[config.mk]
export PLATFORM = sky130hd
export DESIGN_NAME = musa_muldiv18
export DESIGN_NICKNAME = d
export VERILOG_FILES = /design/src/rtl/musa_muldiv18_pkg.sv /design/src/rtl/musa_muldiv18.sv
export SDC_FILE = /design/constraint.sdc
export NUM_CORES = 1
export LEC_CHECK = 0
export ABC_AREA = 1
export BUFFER_PORTS_ARGS = -buffer_cell sky130_fd_sc_hd__buf_2
export CAP_MARGIN = 5
export CORE_MARGIN = 2
export CORE_UTILIZATION = 55
export CTS_CLUSTER_DIAMETER = 30
export CTS_CLUSTER_SIZE = 8
export DETAILED_ROUTE_END_ITERATION = 7
export MAX_ROUTING_LAYER = met4
export PLACE_DENSITY = 0.77
export SKIP_LAST_GASP = 1
export SYNTH_ARGS = -nofsm -noshare
export SYNTH_HDL_FRONTEND = slang
export SYNTH_SLANG_ARGS = --single-unit
[constraint.sdc]
create_clock -name clk -period 3.6 [get_ports clk]
set_input_delay 0.54 -clock clk [delete_from_list [all_inputs] [get_ports clk]]
set_output_delay 0.54 -clock clk [all_outputs]
set_load 0.05 [all_outputs]
[src/rtl/musa_muldiv18_pkg.sv]
// Shared encodings and sizing for the MUSA multiply/divide unit.
package musa_pkg;

    localparam int MD_WIDTH = 18;
    localparam int MD_ITER  = 18;

    // op[0] selects divide, op[1] selects signed operands
    typedef enum logic [1:0] {
        OP_MULU = 2'b00,
        OP_DIVU = 2'b01,
        OP_MUL  = 2'b10,
        OP_DIV  = 2'b11
    } md_op_e;

    typedef enum logic [1:0] {
        IDLE = 2'b00,
        RUN  = 2'b01,
        FIX  = 2'b10,
        DONE = 2'b11
    } md_state_e;

endpackage

[src/rtl/musa_muldiv18.sv]
// Iterative 18-bit multiply/divide: shift-add multiply and restoring divide
// share one HI/LO working register pair; fixed 20-cycle latency.
module musa_muldiv18
    import musa_pkg::*;
#(
    parameter int WIDTH = MD_WIDTH
) (
    input  logic             clk,
    input  logic             rst,
    input  logic             start,
    input  logic [1:0]       op,
    input  logic [WIDTH-1:0] a,
    input  logic [WIDTH-1:0] b,
    output logic             busy,
    output logic             done,
    output logic [WIDTH-1:0] hi,
    output logic [WIDTH-1:0] lo
);

    localparam int W     = WIDTH;
    localparam int CNT_W = $clog2(MD_ITER);

    md_state_e        r_state;
    md_state_e        w_state_nxt;
    logic [CNT_W-1:0] r_cnt;
    logic             r_fix_phase;   // FIX spends one cycle correcting, one writing back
    logic             r_is_div;
    logic             r_neg_lo;      // negate product / quotient
    logic             r_neg_hi;      // negate remainder (dividend sign)
    logic             r_div_zero;
    logic [W-1:0]     r_acc_hi;      // product high half / partial remainder
    logic [W-1:0]     r_acc_lo;      // multiplier shifting out / quotient shifting in
    logic [W-1:0]     r_opnd;        // multiplicand magnitude / divisor magnitude
    logic [W-1:0]     r_a_raw;       // raw dividend, returned on divide by zero

    logic             w_accept;
    logic             w_a_neg;
    logic             w_b_neg;
    logic [W-1:0]     w_a_mag;
    logic [W-1:0]     w_b_mag;
    logic [W:0]       w_add_sum;
    logic [W:0]       w_shift;
    logic             w_borrow;
    logic [W-1:0]     w_diff;

    // Operand magnitudes and one step of each algorithm
    always_comb begin
        w_a_neg   = op[1] & a[W-1];
        w_b_neg   = op[1] & b[W-1];
        w_a_mag   = w_a_neg ? -a : a;
        w_b_mag   = w_b_neg ? -b : b;
        w_add_sum = {1'b0, r_acc_hi} + (r_acc_lo[0] ? {1'b0, r_opnd} : '0);
        w_shift   = {r_acc_hi, r_acc_lo[W-1]};
        w_borrow  = w_shift < {1'b0, r_opnd};
        w_diff    = w_shift[W-1:0] - r_opnd;
    end

    // State register
    // NOTE: sequential state uses non-blocking assignments so every flop samples pre-edge values.
    always_ff @(posedge clk or posedge rst) begin
        if (rst) r_state <= IDLE;
        else     r_state <= w_state_nxt;
    end

    // Next-state and handshake outputs
    // NOTE: every output of this block is assigned a default first, so no latch is inferred.
    always_comb begin
        w_state_nxt = r_state;
        w_accept    = 1'b0;
        busy        = 1'b0;
        done        = 1'b0;
        unique case (r_state)
            IDLE: begin
                w_accept = start;
                if (start) w_state_nxt = RUN;
            end
            RUN: begin
                busy = 1'b1;
                if (r_cnt == CNT_W'(MD_ITER - 1)) w_state_nxt = FIX;
            end
            FIX: begin
                busy = 1'b1;
                if (r_fix_phase) w_state_nxt = DONE;
            end
            DONE: begin
                done        = 1'b1;
                w_accept    = start;
                w_state_nxt = start ? RUN : IDLE;
            end
            default: w_state_nxt = IDLE;
        endcase
    end

    // Datapath: capture on accept, iterate in RUN, correct and write back in FIX
    // NOTE: all datapath registers are plain flops (no memory), so each gets a reset value.
    always_ff @(posedge clk or posedge rst) begin
        if (rst) begin
            r_cnt       <= '0;
            r_fix_phase <= 1'b0;
            r_is_div    <= 1'b0;
            r_neg_lo    <= 1'b0;
            r_neg_hi    <= 1'b0;
            r_div_zero  <= 1'b0;
            r_acc_hi    <= '0;
            r_acc_lo    <= '0;
            r_opnd      <= '0;
            r_a_raw     <= '0;
            hi          <= '0;
            lo          <= '0;
        end else if (w_accept) begin
            r_cnt       <= '0;
            r_fix_phase <= 1'b0;
            r_is_div    <= op[0];
            r_neg_lo    <= w_a_neg ^ w_b_neg;
            r_neg_hi    <= w_a_neg;
            r_div_zero  <= op[0] && (b == '0);
            r_acc_hi    <= '0;
            r_acc_lo    <= op[0] ? w_a_mag : w_b_mag;
            r_opnd      <= op[0] ? w_b_mag : w_a_mag;
            r_a_raw     <= a;
        end else if (r_state == RUN) begin
            r_cnt <= r_cnt + 1'b1;
            if (r_is_div) begin
                r_acc_hi <= w_borrow ? w_shift[W-1:0] : w_diff;
                r_acc_lo <= {r_acc_lo[W-2:0], ~w_borrow};
            end else begin
                r_acc_hi <= w_add_sum[W:1];
                r_acc_lo <= {w_add_sum[0], r_acc_lo[W-1:1]};
            end
        end else if (r_state == FIX) begin
            r_fix_phase <= 1'b1;
            if (!r_fix_phase) begin
                if (!r_is_div) begin
                    if (r_neg_lo) {r_acc_hi, r_acc_lo} <= -{r_acc_hi, r_acc_lo};
                end else if (r_div_zero) begin
                    r_acc_hi <= r_a_raw;
                    r_acc_lo <= '1;
                end else begin
                    if (r_neg_lo) r_acc_lo <= -r_acc_lo;
                    if (r_neg_hi) r_acc_hi <= -r_acc_hi;
                end
            end else begin
                hi <= r_acc_hi;
                lo <= r_acc_lo;
            end
        end
    end

endmodule
**Yosys cells after proc, flatten, opt, wreduce, memory -nomap -nowiden**

Index checks and enable logic that the tools add are counted.

- Bits in latches: 0
- Output and inout port bits: 38
- Word-level logic and storage cells: 90
- Input bits: 41
- Bits in writable memories: 0
- Flip-flop bits (word level): 120
- Memories kept: 0
- ROM bits: 0

- $lt $le $gt $ge: 1
- $add $sub $neg: 8
- Mux-type cells: 37
- Eq/ne operators: 10
- Bitwise gates (word level): 6
- Reduce and logical (&&, ||, !) cells: 15
- $mul: 0
- Divide/modulo/power cells: 0
- Shifts and indexed selects: 0

Operators with widths:

| cell | number |
|---|---|
| 18-bit two-way mux | 24 |
| 18-bit negation | 4 |
| 36-bit negation | 1 |
| 18-bit by 18-bit adder with 19-bit output | 1 |
| 19-bit by 18-bit < comparator with 1-bit output | 1 |
| 18-bit logical NOT | 1 |
| 18-bit subtractor | 1 |
| 4-bit AND reduction | 3 |
| 5-bit two-way mux | 2 |
| 2-bit inequality test, second input constant | 4 |
| 2-bit one-hot mux with 4 select lines | 1 |
| 4-bit nonzero test | 2 |
| 1-bit two-way mux | 7 |
| 2-bit two-way mux | 3 |
| 5-bit by 1-bit adder with 5-bit output, second input constant | 1 |
| 5-bit == test, second input constant | 1 |
| 5-bit by 1-bit inequality test with 1-bit output, second input constant | 1 |
| 2-bit == test, second input constant | 2 |
| 2-bit nonzero test | 2 |
| 2-bit OR reduction | 2 |
| 3-bit by 1-bit inequality test with 1-bit output, second input constant | 1 |
| 1-bit inverter | 3 |
| 3-bit AND reduction | 1 |
| 3-bit nonzero test | 1 |
| other kinds (6) | 7 |

**Logic depth before layout (Yosys ltp)**

- Depth in word-level cells: 8
- Mapped depth: 19

**Worst setup path after synthesis**

No wires, ideal clock.

- Path type: reg-to-reg
- Start point: reg r_acc_lo[0]
- End point: reg r_acc_hi[8]
- Stages on the path, launching flop included: 15
- Clock period less this slack: 2.366 ns
- Data required time: 3.480 ns
- Slack: 1.234 ns
- Data arrival time: 2.246 ns
- Buffers on the path: 2
- Library setup time: 0.120 ns
- Path through: dfrtp_1 clkbuf_1 clkbuf_1 nand2_1 inv_1 ha_1 nand2_1 inv_1 a21oi_1 nand3_1 or2_2 nand3_1 nand2_1 o21ai_1 nand2_1

- Word-level cells in the longest chain between the ends: 7
- Elaborated cells between the ends (all ways): 10
- Classes of those cells: add/sub (2); mux (8)

Ends and longest elaborated chain:

| element | RTL line | text |
|---|---|---|
| start, declared | musa_muldiv18.sv:32 | `logic [W-1:0] r_acc_lo;` |
| start signal, assigned | musa_muldiv18.sv:118 | `r_acc_lo <= op[0] ? w_a_mag : w_b_mag;` |
| start signal, assigned | musa_muldiv18.sv:125 | `r_acc_lo <= {r_acc_lo[W-2:0], ~w_borrow};` |
| start signal, assigned | musa_muldiv18.sv:128 | `r_acc_lo <= {w_add_sum[0], r_acc_lo[W-1:1]};` |
| 36-bit negation | musa_muldiv18.sv:134 | `if (r_neg_lo) {r_acc_hi, r_acc_lo} <= -{r_acc_hi, r_acc_lo};` |
| 18-bit two-way mux | musa_muldiv18.sv:134 |  |
| 18-bit two-way mux | musa_muldiv18.sv:133 | `if (!r_is_div) begin` |
| 18-bit two-way mux | musa_muldiv18.sv:132 | `if (!r_fix_phase) begin` |
| 18-bit two-way mux | musa_muldiv18.sv:130 | `end else if (r_state == FIX) begin` |
| 18-bit two-way mux (*) | musa_muldiv18.sv:121 | `end else if (r_state == RUN) begin` |
| 18-bit two-way mux (*) | musa_muldiv18.sv:110 | `end else if (w_accept) begin` |
| end signal, assigned | musa_muldiv18.sv:124 | `r_acc_hi <= w_borrow ? w_shift[W-1:0] : w_diff;` |
| end signal, assigned | musa_muldiv18.sv:134 |  |
| end signal, assigned | musa_muldiv18.sv:136 | `r_acc_hi <= r_a_raw;` |
| end, declared | musa_muldiv18.sv:31 | `logic [W-1:0] r_acc_hi;` |

Every way passes the cells marked *; elsewhere a longest branch is shown, timed or not. The select of a mux whose other input is x is not followed.
A chain may end at the register's enable or synchronous reset.

**Worst setup path after layout**

- Start point: reg r_state[1]
- End point: reg r_acc_hi[6]

- Word-level cells in the longest chain between the ends: 5
- Elaborated cells between the ends (all ways): 13
- Classes of those cells: eq/ne (5); mux (3); reduce/logical (5)

Ends and longest elaborated chain:

| element | RTL line | text |
|---|---|---|
| start, declared | musa_muldiv18.sv:23 | `md_state_e r_state;` |
| start signal, assigned | musa_muldiv18.sv:62 | `else r_state <= w_state_nxt;` |
| 2-bit == test or 2-bit logical NOT (tied branches) | musa_muldiv18.sv:72 | `unique case (r_state)` |
| 2-bit OR reduction (no line) | -- |  |
| 1-bit two-way mux | musa_muldiv18.sv:72 |  |
| 5-bit by 1-bit inequality test with 1-bit output (no line), or another cell as far along | -- |  |
| 4-bit AND reduction (no line) | -- |  |
| end signal, assigned | musa_muldiv18.sv:124 |  |
| end signal, assigned | musa_muldiv18.sv:127 | `r_acc_hi <= w_add_sum[W:1];` |
| end signal, assigned | musa_muldiv18.sv:134 |  |

Parallel ways exist; a longest one is shown, timed or not.

==> summary.txt <==
Pwr
  • Flop pwr share: 19.6%
  • Max IR drop VDD: 0.6844 mV
  • Gate power share: 67.1%
  • Total power: 14.12 mW
  • P_sw: 8.140 mW
  • P_leak: 6.362 nW
  • Clock share of power: 13.3%
  • P_int: 5.978 mW
  • Power Density: 1169 mW/mm^2
  • Sw frac: 57.66%

Detailed routing
  • DRT iter0 DRCs: 1517
  • Detailed-route DRC error count: 2
  • First-pass DRT Iterations: 8
  • Wire per inst: 19.40 um
  • Vias per inst: 5.818
  • Routed vias: 12055
  • ANT nets after route: 0
  • Routed WL: 40200 um

Die
  • IO Pins: 79
  • Row Count: 51
  • Die ar.: 0.02070 mm^2
  • Die W: 143.9 um
  • Core ar.: 0.01933 mm^2
  • Starting Density: 55.67%
  • DIE HEIGHT: 143.9 um

Outcome
  • Failing checks: design-rule violations
  • Status: finished, violations left

Setup path
  • Critical Path, Cell by Cell: inv_1, ha_1, buf_4, inv_2, nand2_4, nor3_4, inv_2, o21ai_4, nor2_2, inv_2, a21oi_1, nand2_1, nand2_1
  • Worst Setup Path Type: reg -> reg
  • R2r setup slk: 0.61 ns
  • Crit path launch type: register
  • Crit path max-delay family: buffers and inverters
  • CP peak stage delay: 0.45 ns
  • CP bufs+invs: 5
  • CP endpoint kind: register
  • WP data required: 3.96 ns
  • Crit-path most repeated cell: inv_2
  • Slowest cell on crit path: a21oi_1
  • Maximum fanout along the worst path: 35
  • Critical Path AT: 3.36 ns

STA
  • Max Slew Vio Count: 0
  • Tmin final: 2.993 ns
  • Final Hold Viols: 0
  • Hold slack: 0.1844 ns
  • Rel. slew slack: 46.90%
  • Clock Skew: 0.01184 ns
  • Fmax achieved: 334.1 MHz
  • Final setup TNS: 0 ns
  • Fin worst setup slack: 0.6073 ns
  • RSZ-0062 raised after global routing: false
  • Slew @ Worst Pin: 0.7965 ns
  • Part of the cycle the worst path needs: 83.13%
  • Final setup vio count: 0

Cells and area
  • Share of layout cells above drive strength 1: 10.68%
  • FILL cells: 1909
  • Final Non-Filler Cells: 2072
  • FF/Latch Area: 0.003003 mm^2
  • P&R area growth vs syn: 12.23%
  • N_diodes: 0
  • Multi-input logic area: 0.006660 mm^2
  • Nets: 1884

Clock network
  • CTS Buf Count: 17
  • Post-cts resize count: 0
  • Post-CTS setup buffers: 0
  • Clock Sinks: 120
  • Hold buffers post-CTS: 0
  • Max Root-Sink Buffers: 2
  • Skew-Pair Late Insertion Delay: 0.43 ns
  • Reg clk slew, reported paths: 0.07 ns
  • CTS tree: built
  • CTS Root Cell: clkbuf_16
  • H-tree level count: 4

Logic synthesis
  • Mean post-synth cell area: 6.232 um^2
  • Distinct cells, synth: 53
  • FFs w/ async S/R, synth: 100.0%
  • Register area share after synthesis: 27.90%
  • FF+latch count, synth: 120
  • Synth top area share: 27.90%
  • Synth Instances: 1727
  • Post-synth EDFFs: 0
  • Net Count, Synth: 1817
  • Biggest area consumer among synthesized cells: dfrtp_1
  • YS warnings: 0
  • Top cells by area, synth: dfrtp_1, nand2_1, inv_1
  • Most used DFF post-synth: dfrtp_1
  • Synth Cell Area: 0.01076 mm^2

Job
  • Max-Cap Viols: 0

Placement
  • Port bufs: 78
  • Place WS: 0.7616 ns
  • DP HPWL: 31250 um
  • Placed cell count: 2040
  • Gpl congestion: 1.039

Global route
  • Remaining Overflow, GRT: 0
  • Initial antenna violation count: 0
  • Vias in the first global route: 11090
  • Global-route wire length before repair: 62350 um
  • Gr usage total: 41.09%
  • Largest net degree at the start of global routing: 73

Min path
  • Hold Path Class: in -> async
## layout make-up
cell class              count  share of cell area [%]
clock inverters            14                   1.543
inverters                 229                   7.147
repair buffers            102                   4.931
well taps                 265                   2.745
flip-flops and latches    120                   24.86
multi-input cells        1324                   55.14
clock buffers              18                   3.636
## worst register-to-register path, cell delays in order, from the launching register on
cell and delay, ns:
dfrtp_1 0.42, inv_1 0.12, ha_1 0.18, buf_4 0.41, inv_2 0.38, nand2_4 0.27
nor3_4 0.06, inv_2 0.09, o21ai_4 0.05, nor2_2 0.16, inv_2 0.15, a21oi_1 0.45
nand2_1 0.11, nand2_1 0.08
## flip-flops by register name (all words and copies together), names as in the netlist
| signal | count |
|---|---|
| r_a_raw | 18 |
| r_neg_lo | 1 |
| r_is_div | 1 |
| r_div_zero | 1 |
| r_cnt | 5 |
| r_opnd | 18 |
| r_acc_lo | 18 |
| hi | 18 |
| r_neg_hi | 1 |
| r_state | 2 |
| r_acc_hi | 18 |
| r_fix_phase | 1 |
| lo | 18 |
## layout by cell type, fill, tap and decap left out, types with 3 or more instances in the layout
cell type | netlist | layout
nand3b_1 | 7 | 7
o211ai_1 | 17 | 17
a22oi_1 | 5 | 5
xnor2_1 | 12 | 12
o21ai_0 | 136 | 136
nor3_1 | 18 | 18
o21ai_1 | 10 | 10
inv_1 | 216 | 215
nor2_1 | 142 | 141
a211oi_1 | 4 | 4
clkbuf_16 | 0 | 17
dfrtp_1 | 120 | 120
or2_2 | 7 | 7
a31oi_1 | 5 | 5
nor2_2 | 10 | 11
nand2_1 | 562 | 561
a21oi_1 | 88 | 88
o221ai_1 | 5 | 5
buf_4 | 0 | 22
nand3_2 | 2 | 3
nand3_1 | 151 | 150
o22ai_1 | 4 | 4
bufinv_16 | 0 | 3
nor2_4 | 6 | 6
xor2_1 | 32 | 32
inv_6 | 0 | 5
nand4_1 | 16 | 16
buf_2 | 17 | 78
inv_2 | 13 | 13
nand2_2 | 5 | 6
and2_1 | 4 | 4
ha_1 | 47 | 47
## per-stage QoR
| step | utilization (%) | instance area, um^2 |
|---|---|---|
| 4_1_cts | 62.47 | 12080 |
| 5_1_grt | 62.47 | 12080 |
| 3_5_place_dp | 59.24 | 11450 |
| 3_3_place_gp | 59.24 | 11450 |
| 2_1_floorplan | - | 10770 |
| 6_report | 62.47 | 12080 |
## layer usage
metal  track usage [%]  vias to the layer above  share of wire [%]
met2             61.88                      692                 44
li1                  -                     5715                  -
met3             4.932                      142                8.1
met5                 -                        -                  0
met4             22.81                        0                6.3
met1             53.88                     5506                 41
## worst paths after layout
check,from,endpoint,cells past startpoint
worst max-delay path,r_state[1]$_DFFE_PP0P_,r_acc_hi[6]$_DFFE_PP0P_,13
worst min-delay path,rst,hi[9]$_DFFE_PP0P_,2
worst max register to register,r_state[1]$_DFFE_PP0P_,r_acc_hi[6]$_DFFE_PP0P_,13
worst min register to register,lo[14]$_DFFE_PP0P_,lo[14]$_DFFE_PP0P_,2
max in group asynchronous,rst,r_a_raw[14]$_DFFE_PP0P_,3
min in group clk,b[17],r_neg_lo$_DFFE_PP0P_,2
## logic make-up after synthesis
group,after synthesis,synth area share [%]
buffers and inverters,283,10.31
adders and majority gates,49,5.836
xor gates and xnor gates,44,3.581
DFF,120,27.90
and+or+nand+nor,938,37.12
AOI/OAI and AO/OA,293,15.25
## Yosys cell counts (2+ instances only)
cell type    n
nand2_1    562
inv_1      216
nand3_1    151
nor2_1     142
o21ai_0    136
dfrtp_1    120
a21oi_1     88
ha_1        47
xor2_1      32
clkbuf_1    29
nor3_1      18
buf_2       17
o211ai_1    17
nand4_1     16
inv_2       13
xnor2_1     12
nor2_2      10
o21ai_1     10
nand3b_1     7
or2_2        7
nor2_4       6
a22oi_1      5
a31oi_1      5
buf_1        5
nand2_2      5
o221ai_1     5
a211oi_1     4
and2_1       4
o22ai_1      4
a21o_1       2
a221oi_1     2
a41oi_1      2
buf_6        2
fa_1         2
nand3_2      2
nand3_4      2
o21ai_2      2
o21bai_1     2
o31ai_1      2
## power groups by stage
stage               sequential (mW)  clock [mW]  combinational (mW)
floorplan                      3.04           0                6.20
global placement               2.73           0                9.10
detailed placement             2.73           0                9.18
CTS                            2.72        1.88                9.24
global route                   2.81        1.94                10.4
finish                         2.77        1.88                9.47
No activity file was read; power rests on OpenSTA's default activity.
